### src/rtl/reg_file_pkg.sv
// Shared definitions for the CPU register bank: default geometry, the
// reserved zero-register index, read-source selector and index helpers.
package reg_file_pkg;

  localparam int DEF_WIDTH = 8;
  localparam int DEF_DEPTH = 8;

  // Architectural index of the hard-wired zero register (when enabled).
  localparam int REG_ZERO = 0;

  // Where a read port takes its value from in a given cycle.
  typedef enum logic [1:0] {
    RD_SRC_MEM    = 2'd0,
    RD_SRC_BYPASS = 2'd1,
    RD_SRC_ZERO   = 2'd2
  } rd_src_e;

  // Address width for a bank of 'depth' registers (never below one bit).
  function automatic int addr_w(input int depth);
    return (depth < 2) ? 1 : $clog2(depth);
  endfunction

  // True when 'idx' names real storage: inside the bank and not the
  // hard-wired zero register. Writes, issues and reads elsewhere are inert.
  function automatic logic idx_writable(input int idx, input int depth, input bit zero_reg);
    return (idx < depth) && !(zero_reg && (idx == REG_ZERO));
  endfunction

endpackage

### src/rtl/reg_file_if.sv
// Bus between issue/writeback and the register bank. The master side is the
// pipeline (drives addresses, strobes and write data); the slave side is the
// register bank (returns read data and busy flags).
interface reg_file_if
  import reg_file_pkg::*;
#(
  parameter int WIDTH = DEF_WIDTH,
  parameter int DEPTH = DEF_DEPTH
) ();

  localparam int ADDR_W = addr_w(DEPTH);

  logic              wr_en;
  logic [ADDR_W-1:0] wr_addr;
  logic [WIDTH-1:0]  wr_data;
  logic              iss_en;
  logic [ADDR_W-1:0] iss_addr;
  logic [ADDR_W-1:0] rd0_addr;
  logic [WIDTH-1:0]  rd0_data;
  logic              rd0_busy;
  logic [ADDR_W-1:0] rd1_addr;
  logic [WIDTH-1:0]  rd1_data;
  logic              rd1_busy;

  modport master (
    output wr_en, wr_addr, wr_data, iss_en, iss_addr, rd0_addr, rd1_addr,
    input  rd0_data, rd0_busy, rd1_data, rd1_busy
  );

  modport slave (
    input  wr_en, wr_addr, wr_data, iss_en, iss_addr, rd0_addr, rd1_addr,
    output rd0_data, rd0_busy, rd1_data, rd1_busy
  );

endinterface

### src/rtl/reg_file_rd_port.sv
// One combinational read port: selects the addressed word and pending bit,
// forwards same-cycle write data when bypass is enabled, and forces zero for
// the zero register or indices beyond the bank.
module reg_file_rd_port
  import reg_file_pkg::*;
#(
  parameter int WIDTH    = DEF_WIDTH,
  parameter int DEPTH    = DEF_DEPTH,
  parameter int ZERO_REG = 0,
  parameter int BYPASS   = 1,
  parameter int ADDR_W   = addr_w(DEPTH)
) (
  input  logic [ADDR_W-1:0] rd_addr_i,
  input  logic [WIDTH-1:0]  mem_i [DEPTH],
  input  logic [DEPTH-1:0]  pending_i,
  input  logic              wr_en_i,
  input  logic [ADDR_W-1:0] wr_addr_i,
  input  logic [WIDTH-1:0]  wr_data_i,
  output logic [WIDTH-1:0]  rd_data_o,
  output logic              rd_busy_o
);

  logic [WIDTH-1:0] word_sel;
  logic             pend_sel;
  rd_src_e          src;

  // Pick the addressed word and pending bit; unmatched indices leave zeros,
  // so out-of-range addresses never index past the array.
  always_comb begin
    word_sel = '0;
    pend_sel = 1'b0;
    for (int i = 0; i < DEPTH; i++) begin
      if (rd_addr_i == ADDR_W'(i)) begin
        word_sel = mem_i[i];
        pend_sel = pending_i[i];
      end
    end
  end

  // Decide the value source: forced zero beats bypass, bypass beats storage.
  always_comb begin
    src = RD_SRC_MEM;
    if (!idx_writable(int'(rd_addr_i), DEPTH, ZERO_REG != 0)) begin
      src = RD_SRC_ZERO;
    end else if ((BYPASS != 0) && wr_en_i && (wr_addr_i == rd_addr_i)) begin
      src = RD_SRC_BYPASS;
    end
  end

  // Drive data and busy from the chosen source; a bypassed operand is ready.
  always_comb begin
    rd_data_o = word_sel;
    rd_busy_o = pend_sel;
    unique case (src)
      RD_SRC_ZERO: begin
        rd_data_o = '0;
        rd_busy_o = 1'b0;
      end
      RD_SRC_BYPASS: begin
        rd_data_o = wr_data_i;
        rd_busy_o = 1'b0;
      end
      default: begin
        rd_data_o = word_sel;
        rd_busy_o = pend_sel;
      end
    endcase
  end

endmodule

### src/rtl/reg_file.sv
// CPU register bank with one write port, two read ports and a per-register
// pending scoreboard. Issue marks a destination pending, writeback stores the
// value and clears it; when both hit the same register in one cycle the new
// producer wins and the register stays pending.
module reg_file
  import reg_file_pkg::*;
#(
  parameter int WIDTH    = DEF_WIDTH,
  parameter int DEPTH    = DEF_DEPTH,
  parameter int ZERO_REG = 0,
  parameter int BYPASS   = 1
) (
  input logic       clk,
  input logic       rst,
  reg_file_if.slave bus
);

  localparam int ADDR_W = addr_w(DEPTH);

  logic [WIDTH-1:0] mem_q [DEPTH];
  logic [WIDTH-1:0] mem_d [DEPTH];
  logic [DEPTH-1:0] pending_q;
  logic [DEPTH-1:0] pending_d;
  logic             wr_ok;
  logic             iss_ok;

  // Qualify strobes: zero register and out-of-range indices are discarded.
  always_comb begin
    wr_ok  = bus.wr_en  && idx_writable(int'(bus.wr_addr),  DEPTH, ZERO_REG != 0);
    iss_ok = bus.iss_en && idx_writable(int'(bus.iss_addr), DEPTH, ZERO_REG != 0);
  end

  // Next state: writeback stores and clears pending, then issue sets pending
  // so a same-register collision leaves the newer producer outstanding.
  always_comb begin
    mem_d     = mem_q;
    pending_d = pending_q;
    for (int i = 0; i < DEPTH; i++) begin
      if (wr_ok && (bus.wr_addr == ADDR_W'(i))) begin
        mem_d[i]     = bus.wr_data;
        pending_d[i] = 1'b0;
      end
      if (iss_ok && (bus.iss_addr == ADDR_W'(i))) begin
        pending_d[i] = 1'b1;
      end
    end
  end

  // State register: reset clears every word and pending bit, overriding strobes.
  always_ff @(posedge clk) begin
    if (rst) begin
      for (int i = 0; i < DEPTH; i++) begin
        mem_q[i] <= '0;
      end
      pending_q <= '0;
    end else begin
      mem_q     <= mem_d;
      pending_q <= pending_d;
    end
  end

  reg_file_rd_port #(
    .WIDTH    (WIDTH),
    .DEPTH    (DEPTH),
    .ZERO_REG (ZERO_REG),
    .BYPASS   (BYPASS),
    .ADDR_W   (ADDR_W)
  ) u_rd0 (
    .rd_addr_i (bus.rd0_addr),
    .mem_i     (mem_q),
    .pending_i (pending_q),
    .wr_en_i   (bus.wr_en),
    .wr_addr_i (bus.wr_addr),
    .wr_data_i (bus.wr_data),
    .rd_data_o (bus.rd0_data),
    .rd_busy_o (bus.rd0_busy)
  );

  reg_file_rd_port #(
    .WIDTH    (WIDTH),
    .DEPTH    (DEPTH),
    .ZERO_REG (ZERO_REG),
    .BYPASS   (BYPASS),
    .ADDR_W   (ADDR_W)
  ) u_rd1 (
    .rd_addr_i (bus.rd1_addr),
    .mem_i     (mem_q),
    .pending_i (pending_q),
    .wr_en_i   (bus.wr_en),
    .wr_addr_i (bus.wr_addr),
    .wr_data_i (bus.wr_data),
    .rd_data_o (bus.rd1_data),
    .rd_busy_o (bus.rd1_busy)
  );

endmodule

### src/flat_wrapper.sv
// flat-port wrapper written by rule: the top's interface ports become plain ports
module reg_file_flat import reg_file_pkg::*;
#(
  parameter int WIDTH    = DEF_WIDTH,
  parameter int DEPTH    = DEF_DEPTH,
  parameter int ZERO_REG = 0,
  parameter int BYPASS   = 1
)
  (clk, rst, bus_wr_en, bus_wr_addr, bus_wr_data, bus_iss_en, bus_iss_addr, bus_rd0_addr, bus_rd1_addr, bus_rd0_data, bus_rd0_busy, bus_rd1_data, bus_rd1_busy);
  reg_file_if #(.WIDTH(WIDTH), .DEPTH(DEPTH)) bus_i ();
  input logic clk;
  input logic rst;
  input wire logic [$bits(bus_i.wr_en)-1:0] bus_wr_en;
  input wire logic [$bits(bus_i.wr_addr)-1:0] bus_wr_addr;
  input wire logic [$bits(bus_i.wr_data)-1:0] bus_wr_data;
  input wire logic [$bits(bus_i.iss_en)-1:0] bus_iss_en;
  input wire logic [$bits(bus_i.iss_addr)-1:0] bus_iss_addr;
  input wire logic [$bits(bus_i.rd0_addr)-1:0] bus_rd0_addr;
  input wire logic [$bits(bus_i.rd1_addr)-1:0] bus_rd1_addr;
  output wire logic [$bits(bus_i.rd0_data)-1:0] bus_rd0_data;
  output wire logic [$bits(bus_i.rd0_busy)-1:0] bus_rd0_busy;
  output wire logic [$bits(bus_i.rd1_data)-1:0] bus_rd1_data;
  output wire logic [$bits(bus_i.rd1_busy)-1:0] bus_rd1_busy;
  assign bus_i.wr_en = bus_wr_en;
  assign bus_i.wr_addr = bus_wr_addr;
  assign bus_i.wr_data = bus_wr_data;
  assign bus_i.iss_en = bus_iss_en;
  assign bus_i.iss_addr = bus_iss_addr;
  assign bus_i.rd0_addr = bus_rd0_addr;
  assign bus_i.rd1_addr = bus_rd1_addr;
  assign bus_rd0_data = bus_i.rd0_data;
  assign bus_rd0_busy = bus_i.rd0_busy;
  assign bus_rd1_data = bus_i.rd1_data;
  assign bus_rd1_busy = bus_i.rd1_busy;
  reg_file #(.WIDTH(WIDTH), .DEPTH(DEPTH), .ZERO_REG(ZERO_REG), .BYPASS(BYPASS)) u_core (.clk(clk), .rst(rst), .bus(bus_i));
endmodule
### config.mk
export PLATFORM = sky130hd
export DESIGN_NAME = reg_file_flat
export DESIGN_NICKNAME = d
export VERILOG_FILES = /design/src/rtl/reg_file_pkg.sv /design/src/rtl/reg_file_if.sv /design/src/rtl/reg_file_rd_port.sv /design/src/rtl/reg_file.sv /design/src/flat_wrapper.sv
export SDC_FILE = /design/constraint.sdc
export NUM_CORES = 1
export LEC_CHECK = 0
export ABC_AREA = 1
export BUFFER_PORTS_ARGS = -buffer_cell sky130_fd_sc_hd__buf_2
export CORE_MARGIN = 2
export CORE_UTILIZATION = 25
export CTS_CLUSTER_SIZE = 12
export DETAILED_ROUTE_END_ITERATION = 8
export SLEW_MARGIN = 10
export SYNTH_ARGS = -nofsm -noshare
export SYNTH_HDL_FRONTEND = slang
export SYNTH_SLANG_ARGS = --single-unit
### constraint.sdc
create_clock -name clk -period 1.7 [get_ports clk]
set_clock_uncertainty 0.2 [all_clocks]
set_input_delay 0 -clock clk [delete_from_list [all_inputs] [get_ports clk]]
set_output_delay 0 -clock clk [all_outputs]
set_load 0.05 [all_outputs]
## Word level (Yosys, flattened, before mapping)

Cells that the tools add are included.
W data, S select, Z words.

| storage, ports and cells | value |
|---|---|
| register bits after elaboration | 72 |
| bits in latches | 0 |
| bits in writable memories | 0 |
| memory bits (read-only) | 0 |
| input bits | 24 |
| output and inout port bits | 18 |
| word-level logic and storage cells | 136 |
| memories kept | 0 |

| operators by class | value |
|---|---|
| $add $sub $neg | 0 |
| multipliers | 0 |
| divide/modulo/power cells | 0 |
| order comparisons | 0 |
| equality and inequality tests | 34 |
| shift-type cells | 0 |
| multiplexer cells | 54 |
| bitwise gates (word level) | 0 |
| reduce and logical (&&, ||, !) cells | 32 |

Operator list:

| cell | number |
|---|---|
| $mux W8 | 16 |
| $eq A3 B3 Y1 const B | 16 |
| $mux W1 | 36 |
| $pmux W8 S2 | 2 |
| $eq A3 B2 Y1 const B | 8 |
| $logic_and A1 B1 Y1 | 18 |
| $reduce_bool A2 Y1 | 8 |
| $eq A3 B1 Y1 const B | 4 |
| $logic_not A3 Y1 | 4 |
| $eq A3 B3 Y1 | 2 |
| $eq A2 B1 Y1 const B | 2 |
| $eq A2 B2 Y1 const B | 2 |
| $reduce_or A2 Y1 | 2 |

## Longest topological paths before layout

Gate-level depths: netlist (run 1).

| depth | value |
|---|---|
| word-level depth | 10 |
| depth in mapped cells | 10 |
| gate-level depth less buffers | 9 |

## By module

Synthesis (run 1) repeated with hierarchy kept, for this count alone.

| second synthesis, totals | value |
|---|---|
| cell total of the unflattened synthesis | 755 |
| area, all modules | 4,624.4 um^2 |

Modules (own cells, without submodules):

| module | times used | cells each | area each (um^2) | sequential area each (um^2) |
|---|---|---|---|---|
| reg_file | 1 | 401 | 2,827.7 | 1,441.4 |
| reg_file_rd_port | 2 | 177 | 898.4 | 0.0 |

## Worst setup path before layout (run 1)

OpenSTA, ideal clock, no wires.

| timing | value |
|---|---|
| kind | input-to-output |
| start | input port bus_rd1_addr[1] |
| end | output port bus_rd1_busy |
| arrival | 1.528 ns |
| required time | 1.500 ns |
| path slack | -0.028 ns |
| stages | 8 |
| cells stage by stage | buf_6 > nor3_2 > nand2_1 > nand2_1 > nor2_1 > nand3_1 > nand2_1 > a21oi_1 |

| between the ends | value |
|---|---|
| cells in the longest elaborated chain, start to end | 10 |
| elaborated cells on any way between the ends | 23 |
| classes of those cells | eq/ne: 10; mux: 10; reduce/logical: 3 |

Ends and longest elaborated chain:

| what | line | source |
|---|---|---|
| start: declaration | flat_wrapper.sv:19 | `input wire logic [$bits(bus_i.rd1_addr)-1:0] bus_rd1_addr;` |
| $logic_not A3 Y1 | reg_file_rd_port.sv:33 | `if (rd_addr_i == ADDR_W'(i)) begin` |
| $mux W1 (8 in series) | reg_file_rd_port.sv:33 |  |
| $mux W1 * | reg_file_rd_port.sv:54 | `unique case (src)` |
| end: declaration | flat_wrapper.sv:23 | `output wire logic [$bits(bus_i.rd1_busy)-1:0] bus_rd1_busy;` |

Mark *: on every way between the ends. The rest lies on a longest branch, timed or not.

## Worst setup path after layout (run 1)

| timing | value |
|---|---|
| start | register u_core.mem_q[51] in the netlist's numbering |
| end | output port bus_rd0_data[3] |

| between the ends | value |
|---|---|
| cells in the longest elaborated chain, start to end | 8 |

Ends and longest elaborated chain:

| what | line | source |
|---|---|---|
| start: declaration | reg_file.sv:20 | `logic [WIDTH-1:0] mem_q [DEPTH];` |
| start signal: assignment | reg_file.sv:57 | `mem_q <= mem_d;` |
| $mux W8 (7 in series) | reg_file_rd_port.sv:33 |  |
| $pmux W8 S2 | reg_file_rd_port.sv:54 |  |
| end: declaration | flat_wrapper.sv:20 | `output wire logic [$bits(bus_i.rd0_data)-1:0] bus_rd0_data;` |

Every way passes these cells.

==> results of run 1 <==
[worst max path at each step]
stage                                   from               to  slack, ns  depth (start not counted)
6_report       u_core.mem_q[51]$_SDFFE_PP0P_  bus_rd0_data[3]       0.05                          7
5_1_grt        u_core.mem_q[19]$_SDFFE_PP0P_  bus_rd0_data[3]      -0.03                          7
4_1_cts        u_core.mem_q[51]$_SDFFE_PP0P_  bus_rd0_data[3]     0.0009                          7
3_5_place_dp                 bus_rd0_addr[1]  bus_rd0_data[2]       0.06                          8
3_3_place_gp                 bus_rd0_addr[1]  bus_rd0_data[2]       0.03                          8
2_1_floorplan                bus_rd0_addr[2]  bus_rd0_data[3]       0.02                          7
[per-stage QoR]
stage          TNS (ns)  utilization (%)  worst slack (ns)  power (mW)  hold slack [ns]
2_1_floorplan         0                -            0.0167        2.27          -0.0200
3_3_place_gp          0             29.2            0.0332        2.51            0.130
3_5_place_dp          0             29.2            0.0553        2.52            0.127
4_1_cts               0             32.5          0.000921        4.67          0.00915
5_1_grt         -0.0578             33.8           -0.0324        4.87           0.0947
6_report              0             33.8            0.0549        4.70           0.0154
[registers in the layout, summed over array words and instances, names as in the netlist]
register / cells
u_core.pending_q: 8
u_core.mem_q: 64
[cells in the final DEF, fill, tap and decap left out, drive strengths merged, types with 9 or more instances in the layout]
cell type,n
dlygate4sd3,19
nor2,93
nand2,226
nand4,38
a211oi,16
inv,54
buf,73
clkbuf,14
nor3,9
dfxtp,72
nand3,37
a21oi,90
[worst register-to-register path: cells and delay by family (launching register included)]
kind,cells,cell delay (ns)
buffers and inverters,1,0.56
and+or+nand+nor,1,0.08
DFF,1,0.38
AOI/OAI and AO/OA,1,0.13
[logic make-up (layout without fill, tap and decap cells)]
logic type	count (synthesis)	in the layout	synth area share, %
compound gates	110	110	14.3
buf+inv	90	167	9.80
simple gates	403	403	41.6
flops	72	72	34.1
xor+xnor	1	1	0.207
[report_power, final]
group | total (mW) | switching (mW) | internal, mW
combinational | 0.807 | 0.533 | 0.274
sequential | 1.77 | 0.0325 | 1.73
clock | 2.13 | 0.764 | 1.36
total | 4.70 | 1.33 | 3.37
[routing by layer]
metal  GRT usage, %  routed length [um]
met1           21.5                6220
met2           29.3                7360
met3           2.83                 956
met4           8.07                 546
met5              0                   0
[what timing repair did]
action,4_1_cts,5_1_grt
pin swaps,0,26
setup endpoints to repair,8,18
resized for setup,9,89
endpoints found under the hold margin,72,0
hold buffers,19,0
[layout make-up]
cell class              instances  area share [%]
inverters                      56            3.89
flip-flops and latches         72            26.1
well taps                     220            4.92
clock inverters                 5            1.41
repair buffers                 95            14.7
multi-input cells             514            44.5
clock buffers                  11            4.51
==> impl_metrics.toml, run 1 <==
[sta]
setup_violations = 0
worst_slew_pin_slew_ns = 0.483
rsz0062_at_grt = "true"
hold_viol = 0
fin_crit_ns = 1.65
slew_viol_final = 0
achievable-frequency_ghz = 0.608
fin_crit_sh_pct = 96.8
max_slew_margin_pct = 67.8

[critical_path]
arrival_ns = 1.45
worstPathRequired_ns = 1.50
start_kind = "flop"
reg2reg_depth = 3
critPathTopFamily = "simple AND/OR/NAND/NOR gates"
path_cells = "nand4_1 > nand2_1 > nor2_1 > nand4_1 > nand2_1 > a21oi_2 > buf_4"
criticalPathCategory = "reg -> out"
r2r_end = "u_core.pending_q[4]$_SDFFE_PP0P_"
r2r-start = "u_core.pending_q[4]$_SDFFE_PP0P_"
end_kind = "primary output"
crit_buf_inv = 1
r2r_slack_ns = 0.29
cp_slowest_stage_delay_ns = 0.37
crit_fanout = 3
critPathSlowestCell = "dfxtp_1"

[logic_synthesis]
syn_nets = 700
yosysMostFrequentCell = "nand2_1"
synthCells = 676
synth_top_cell_by_area = "dfxtp_1"
synth.avg_cell_area_um2 = 6.25
ys_seq_area_share_pct = 34.1
synth.area.top_cells = "dfxtp_1, nand2_1, a21oi_1, nor2_1, nand4_1"
synthArstFlopShare_pct = 0
synth_area_um2 = 4230
ys_ff_latch = 72
ys_warn_count = 0
yosys.area.top_type_share_pct = 34.1
synth_flop_cell = "dfxtp_1"
synth_edf_count = 0
ys_types = 26
synth_commonest_cells = "nand2_1, a21oi_1, nor2_1"

[die]
start_util_pct = 25.5
die_y_um = 134
die_area_um2 = 18000
ios = 42
die_x_um = 134
num_rows = 47
core_area_um2 = 16600

[detailed_routing]
viasPerCell = 4.92
routedWlPerCell_um = 15.5
dr_total_vias = 4788
wirelength_um = 15100
antenna_left = 0
dr.pass1.iters = 5
drc = 0
drt_iter0_markers = 528

[clock_tree]
clkSinkCount = 72
clockRootBuffer = "clkbuf_16"
path_clk_slew_ns = 0.06
clock_path_buffers = 2
post-cts-setup-buffer-count = 0
cts_max_level = 3
cts_buffers = 9
clkLatencyLatePin_ns = 0.34
cts_tree = "yes"

[hold_path]
holdCritStartpoint = "bus_wr_addr[1]"
hold_path_class = "in -> reg"
holdPathStages = 6
hold_end = "u_core.mem_q[55]$_SDFFE_PP0P_"

[placed_design]
portBuffers = 41
gp_congestion = 0.892
hpwl_um = 10600
dpl_cell_area_um2 = 4850
dpl.cell_count = 938

[global_routing]
grt_start_max_net_pins = 73
grt-ovfl-total = 0
antenna_found_initial = 0
grt_pass1_wl_um = 24200
grt_usage_pct = 17.3
grt_pass1_vias = 4539

[outcome]
status = "complete, no violations"

[final_layout]
fill_cells = 1823
instances_no_fill = 973
final_area_um2 = 5600
layout.nets = 772
ff_latch_area_um2 = 1460
antenna_cells = 0
area_growth_pct = 32.5
multi_input_area_um2 = 2490
drive_gt1_share_pct = 23.6

[power]
power.density_nw_per_um2 = 839
peakVddDrop_v = 0.000530
leakage_nw = 2.23

[flow_run]
maxCapViolations = 0
Note: power is estimated with default switching activity, not from simulation.
==> run 2, diff against run 1 <==
--- a/config.mk
+++ b/config.mk
@@ -14,4 +14,5 @@
 export SLEW_MARGIN = 10
 export SYNTH_ARGS = -nofsm -noshare
 export SYNTH_HDL_FRONTEND = slang
+export SYNTH_HIERARCHICAL = 1
 export SYNTH_SLANG_ARGS = --single-unit
==> run 2 against run 1 <==
Compared with the run above:
- the run now ends with DRC left
- combinational power rose by 9.7%
- global-route usage decreased by 2.1 points
- setup slack better by 0.026 ns
- non-clock buffer count is 21 lower
- largest cell class unchanged
- final cell count up 7.3%
- critical path type unchanged
- synthesized cell count up 12%
- clock power down 8%
- first-iteration DRC count down 30%
==> impl_metrics.toml, run 2 <==
[logic_synthesis]
synth_area_um2 = 4620
syn_nets = 779
yosys.area.top_type_share_pct = 31.2
synth_edf_count = 0
synth_commonest_cells = "nand2_1, nor2_1, dfxtp_1"
synth_flop_cell = "dfxtp_1"
synth_top_cell_by_area = "dfxtp_1"
synth.area.top_cells = "dfxtp_1, nand2_1, nor2_1, nand4_1, buf_6"
ys_warn_count = 6
ys_types = 25
ys_ff_latch = 72
synth.avg_cell_area_um2 = 6.13
synthCells = 755
yosysMostFrequentCell = "nand2_1"
synthArstFlopShare_pct = 0
ys_seq_area_share_pct = 31.2

[sta]
achievable-frequency_ghz = 0.618
fin_crit_ns = 1.62
fin_crit_sh_pct = 95.2
worst_slack_ns = 0.0812
slew_viol_final = 0
worst_slew_pin_slew_ns = 0.480
hold_viol = 0
setup_violations = 0
fin_setup_tns_ns = 0
rsz0062_at_grt = "true"
max_slew_margin_pct = 67.9
holdWs_ns = 0.0363

[critical_path]
end_kind = "primary output"
cp_slowest_stage_delay_ns = 0.34
arrival_ns = 1.42
path_cells = "nand4_1 > nand3_1 > nor2_1 > nand4_1 > nand2_1 > nand2_1 > buf_2"
critPathSlowestCell = "dfxtp_2"
criticalPathCategory = "reg -> out"
start_kind = "flop"
worstPathRequired_ns = 1.50
crit_fanout = 3

[power]
power.total_mw = 4.64
p_sw_mw = 1.35
leakage_nw = 2.49
power.density_nw_per_um2 = 819
internal-power_mw = 3.28
switching_share_pct = 29.2
pwr-share-comb_pct = 19.1
p_clk_share_pct = 42.2
pwr-share-seq_pct = 38.8
peakVddDrop_v = 0.000421

[final_layout]
final_common_cell = "nand2_1"
reg_top3 = "u_core/mem_q (64), u_core/pending_q (8)"
fin_util_pct = 31.3
final_area_um2 = 5660
instances_no_fill = 1044
drive_gt1_share_pct = 17.8
largest_reg_flops = 64
layout.nets = 835
regMostFlops = "u_core/mem_q"
antenna_cells = 0
area_growth_pct = 22.3
most-common-layout-cells = "nand2_1, nor2_1, dfxtp_1, inv_1, nand4_1"

[hold_path]
hold_path_class = "in -> reg"

[clock_tree]
clock_path_buffers = 2
cts_max_level = 3
cts_tree = "yes"
path_clk_slew_ns = 0.06
clkSinkCount = 72
clockRootBuffer = "clkbuf_16"
clkLatencyLatePin_ns = 0.33
cts_buffers = 9

[die]
num_rows = 49
ios = 42
die_x_um = 140
core_area_um2 = 18100
die_y_um = 140
die_area_um2 = 19600
start_util_pct = 25.6

[detailed_routing]
drc = 1
drt_iter0_markers = 371
dr.pass1.iters = 7
wirelength_um = 14400
antenna_left = 0
dr_total_vias = 4905
routedWlPerCell_um = 13.7
viasPerCell = 4.70

[global_routing]
grt_pass1_vias = 4528
grt_start_max_net_pins = 24
grt_usage_pct = 15.2
grt_pass1_wl_um = 23700
antenna_found_initial = 0
grt-ovfl-total = 0

[placed_design]
gp_congestion = 0.874
dpl_cell_area_um2 = 5030
dpl.cell_count = 1012
hpwl_um = 10400
place_ws_ns = 0.0153
portBuffers = 41

[outcome]
status = "finished, violations left"
violations = "DRC"

[flow_run]
maxCapViolations = 0
run 2: cell count changes after synthesis, moves of 6 or more:
cell,before,now
a211oi_1,16,0
o21ai_0,4,16
nor2_1,85,210
clkbuf_1,8,2
inv_1,38,46
a21oi_1,86,26
buf_6,7,20
inv_4,2,8
nor2_4,1,7
buf_1,10,3
inv_2,14,7
run 2: cells by family (layout without fill, tap and decap cells):
family	after synthesis	in the layout	synth area share [%]
AOI/OAI and AO/OA	48	48	5.57
xor gates and xnor gates	2	2	0.379
DFF	72	72	31.2
buffers and inverters	90	150	11.1
and+or+nand+nor	543	543	51.8
run 2: final cells by class:
cell class,count,area (um2)
clock buffer,12,267
clock inverter,3,40.0
fill,2004,12400
inverter,61,249
multi-input combinational,593,2720
sequential,72,1450
tap,229,287
timing repair buffer,74,641
run 2: final timing paths:
check,from,end,slack (ns),depth (start not counted)
min reg2reg,u_core/pending_q[3]$_SDFFE_PP0P_,u_core/pending_q[3]$_SDFFE_PP0P_,0.29,2
max reg2reg,u_core/pending_q[5]$_SDFFE_PP0P_,u_core/pending_q[5]$_SDFFE_PP0P_,0.34,3
max,u_core/mem_q[43]$_SDFFE_PP0P_,bus_rd1_data[3],0.08,7
min,bus_wr_addr[0],u_core/pending_q[0]$_SDFFE_PP0P_,0.04,5
run 2: power groups by stage:
| stage | combinational, mW | clock [mW] | sequential, mW |
|---|---|---|---|
| floorplan | 0.604 | 0 | 1.82 |
| global placement | 0.800 | 0 | 1.83 |
| detailed placement | 0.804 | 0 | 1.83 |
| CTS | 0.834 | 1.99 | 1.79 |
| global route | 0.972 | 2.06 | 1.80 |
| finish | 0.885 | 1.95 | 1.80 |
run 2: worst max-delay path: cells and delay by family (launching register included):
kind          cells  cell delay, ns
simple gates      6            0.49
flops             1            0.34
buf+inv           1            0.26
run 2: layer usage:
layer	GRT usage (%)	routed length, um	vias up
met4	5.42	306	0
met5	0	0	-
li1	-	-	2493
met1	20.2	6500	2232
met3	2.46	694	24
met2	25.0	6850	156
run 2: repair_timing:
| item | 4_1_cts | 5_1_grt |
|---|---|---|
| buffers inserted | 0 | 1 |
| hold buffers | 16 | 0 |
| hold endpoints to repair | 72 | 0 |
| endpoints found under the setup margin | 0 | 18 |
| resized for setup | 0 | 63 |
==> run 3, diff against run 2 <==
--- a/config.mk
+++ b/config.mk
@@ -11,6 +11,7 @@
 export CORE_UTILIZATION = 25
 export CTS_CLUSTER_SIZE = 12
 export DETAILED_ROUTE_END_ITERATION = 8
+export PLACE_DENSITY = 0.43
 export SLEW_MARGIN = 10
 export SYNTH_ARGS = -nofsm -noshare
 export SYNTH_HDL_FRONTEND = slang
==> run 3 against run 2 <==
Compared with the run above:
- the run still ends with DRC left
- utilization is 0.15 points higher
- sequential power hardly changed
- setup slack better by 0.018 ns
- via count is 2.9% lower
- clock-buffer cell count is 2 higher
- largest power group unchanged
- highest routed layer unchanged
==> impl_metrics.toml, run 3 (synthesis gave the netlist of run 2 again) <==
[final_layout]
final_common_cell = "nand2_1"
reg_top3 = "u_core/mem_q (64), u_core/pending_q (8)"
largest_reg_flops = 64
drive_gt1_share_pct = 18.6
layout.nets = 835
antenna_cells = 0
multi_input_area_um2 = 2750
most-common-layout-cells = "nand2_1, nor2_1, dfxtp_1, inv_1, nand4_1"
fill_cells = 2029
area_growth_pct = 22.9
fin_util_pct = 31.4
regMostFlops = "u_core/mem_q"
ff_latch_area_um2 = 1460

[die]
num_rows = 49
die_area_um2 = 19600
core_area_um2 = 18100
start_util_pct = 25.6
die_y_um = 140
die_x_um = 140
ios = 42

[power]
peakVddDrop_v = 0.000482
leakage_nw = 2.50
power.density_nw_per_um2 = 826

[detailed_routing]
viasPerCell = 4.56
dr.pass1.iters = 9
routedWlPerCell_um = 14.2
wirelength_um = 14800
dr_total_vias = 4764
antenna_left = 0
drc = 3
drt_iter0_markers = 314

[clock_tree]
cts_buffers = 9
cts_tree = "yes"
clkSinkCount = 72
clockRootBuffer = "clkbuf_16"
cts_max_level = 3
clock_path_buffers = 2
post-cts-setup-buffer-count = 0
path_clk_slew_ns = 0.05
clkLatencyLatePin_ns = 0.34

[sta]
max_slew_margin_pct = 68.8
worst_slew_pin_slew_ns = 0.467
fin_setup_tns_ns = 0
slew_viol_final = 0
setup_violations = 0
rsz0062_at_grt = "false"
fin_crit_sh_pct = 94.2
achievable-frequency_ghz = 0.625
hold_viol = 0
fin_crit_ns = 1.60

[critical_path]
start_kind = "flop"
end_kind = "primary output"
criticalPathCategory = "reg -> out"
arrival_ns = 1.40
worstPathRequired_ns = 1.50
crit_fanout = 3

[placed_design]
gp_congestion = 0.816
portBuffers = 41
hpwl_um = 11100

[outcome]
violations = "DRC"
status = "finished, violations left"

[global_routing]
antenna_found_initial = 0
grt_start_max_net_pins = 65
grt-ovfl-total = 0
grt_pass1_wl_um = 24100
grt_pass1_vias = 4498
grt_usage_pct = 15.7

[hold_path]
hold_path_class = "in -> reg"

[flow_run]
maxCapViolations = 0
run 3: cell type report:
cell class	count	share of cell area, %
clock buffer	14	5.00
clock inverter	2	0.616
inverter	61	4.38
multi-input combinational	593	48.4
sequential	72	25.6
tap	229	5.04
timing repair buffer	74	10.9
run 3: per-stage QoR:
stage | cells | instance area, um2 | hold slack [ns] | power (mW) | setup WS (ns)
detailed placement | 1012 | 5020 | 0.109 | 2.64 | 0.106
global route | 1045 | 5690 | 0.0519 | 4.93 | 0.00193
floorplan | 755 | 4620 | -0.0651 | 2.42 | 0.0999
finish | 1045 | 5690 | 0.0275 | 4.70 | 0.0989
global placement | 1012 | 5020 | 0.0959 | 2.64 | 0.125
CTS | 1045 | 5510 | 0.0139 | 4.71 | 0.00531
run 3: timing repair:
action	4_1_cts	5_1_grt
endpoints found under the hold margin	71	0
gates resized for setup	0	72
endpoints found under the setup margin	0	18
hold buffers	17	0
run 3: metal layers:
| metal | global-route usage, % | vias to the layer above | part of all wire (%) |
|---|---|---|---|
| met3 | 3.08 | 18 | 3.7 |
| met4 | 3.88 | 0 | 1.7 |
| li1 | - | 2491 | - |
| met2 | 26.0 | 103 | 46 |
| met1 | 21.0 | 2152 | 48 |
| met5 | 0 | - | 0 |
run 3: critical path: stages (launching register included):
cell     delay (ns)
dfxtp_2        0.33
nand3_1        0.10
nand3_2        0.11
nor2_4         0.12
nand4_1        0.11
nand2_1        0.10
nand2_2        0.06
buf_8          0.14
run 3: where the power goes:
group	switching [mW]	leakage [nW]	internal, mW	total (mW)
Clock	0.726	0.159	1.29	2.02
Sequential	0.0477	0.590	1.75	1.80
Combinational	0.591	1.75	0.287	0.878
Total	1.36	2.50	3.33	4.70
run 3: worst paths after layout:
path,startpoint,end,slack (ns),depth (start not counted)
setup reg to reg,u_core/pending_q[6]$_SDFFE_PP0P_,u_core/pending_q[6]$_SDFFE_PP0P_,0.33,3
hold reg to reg,u_core/pending_q[3]$_SDFFE_PP0P_,u_core/pending_q[3]$_SDFFE_PP0P_,0.28,2
hold / removal,bus_wr_addr[0],u_core/pending_q[0]$_SDFFE_PP0P_,0.03,5
setup / recovery,u_core/mem_q[61]$_SDFFE_PP0P_,bus_rd1_data[5],0.1,7
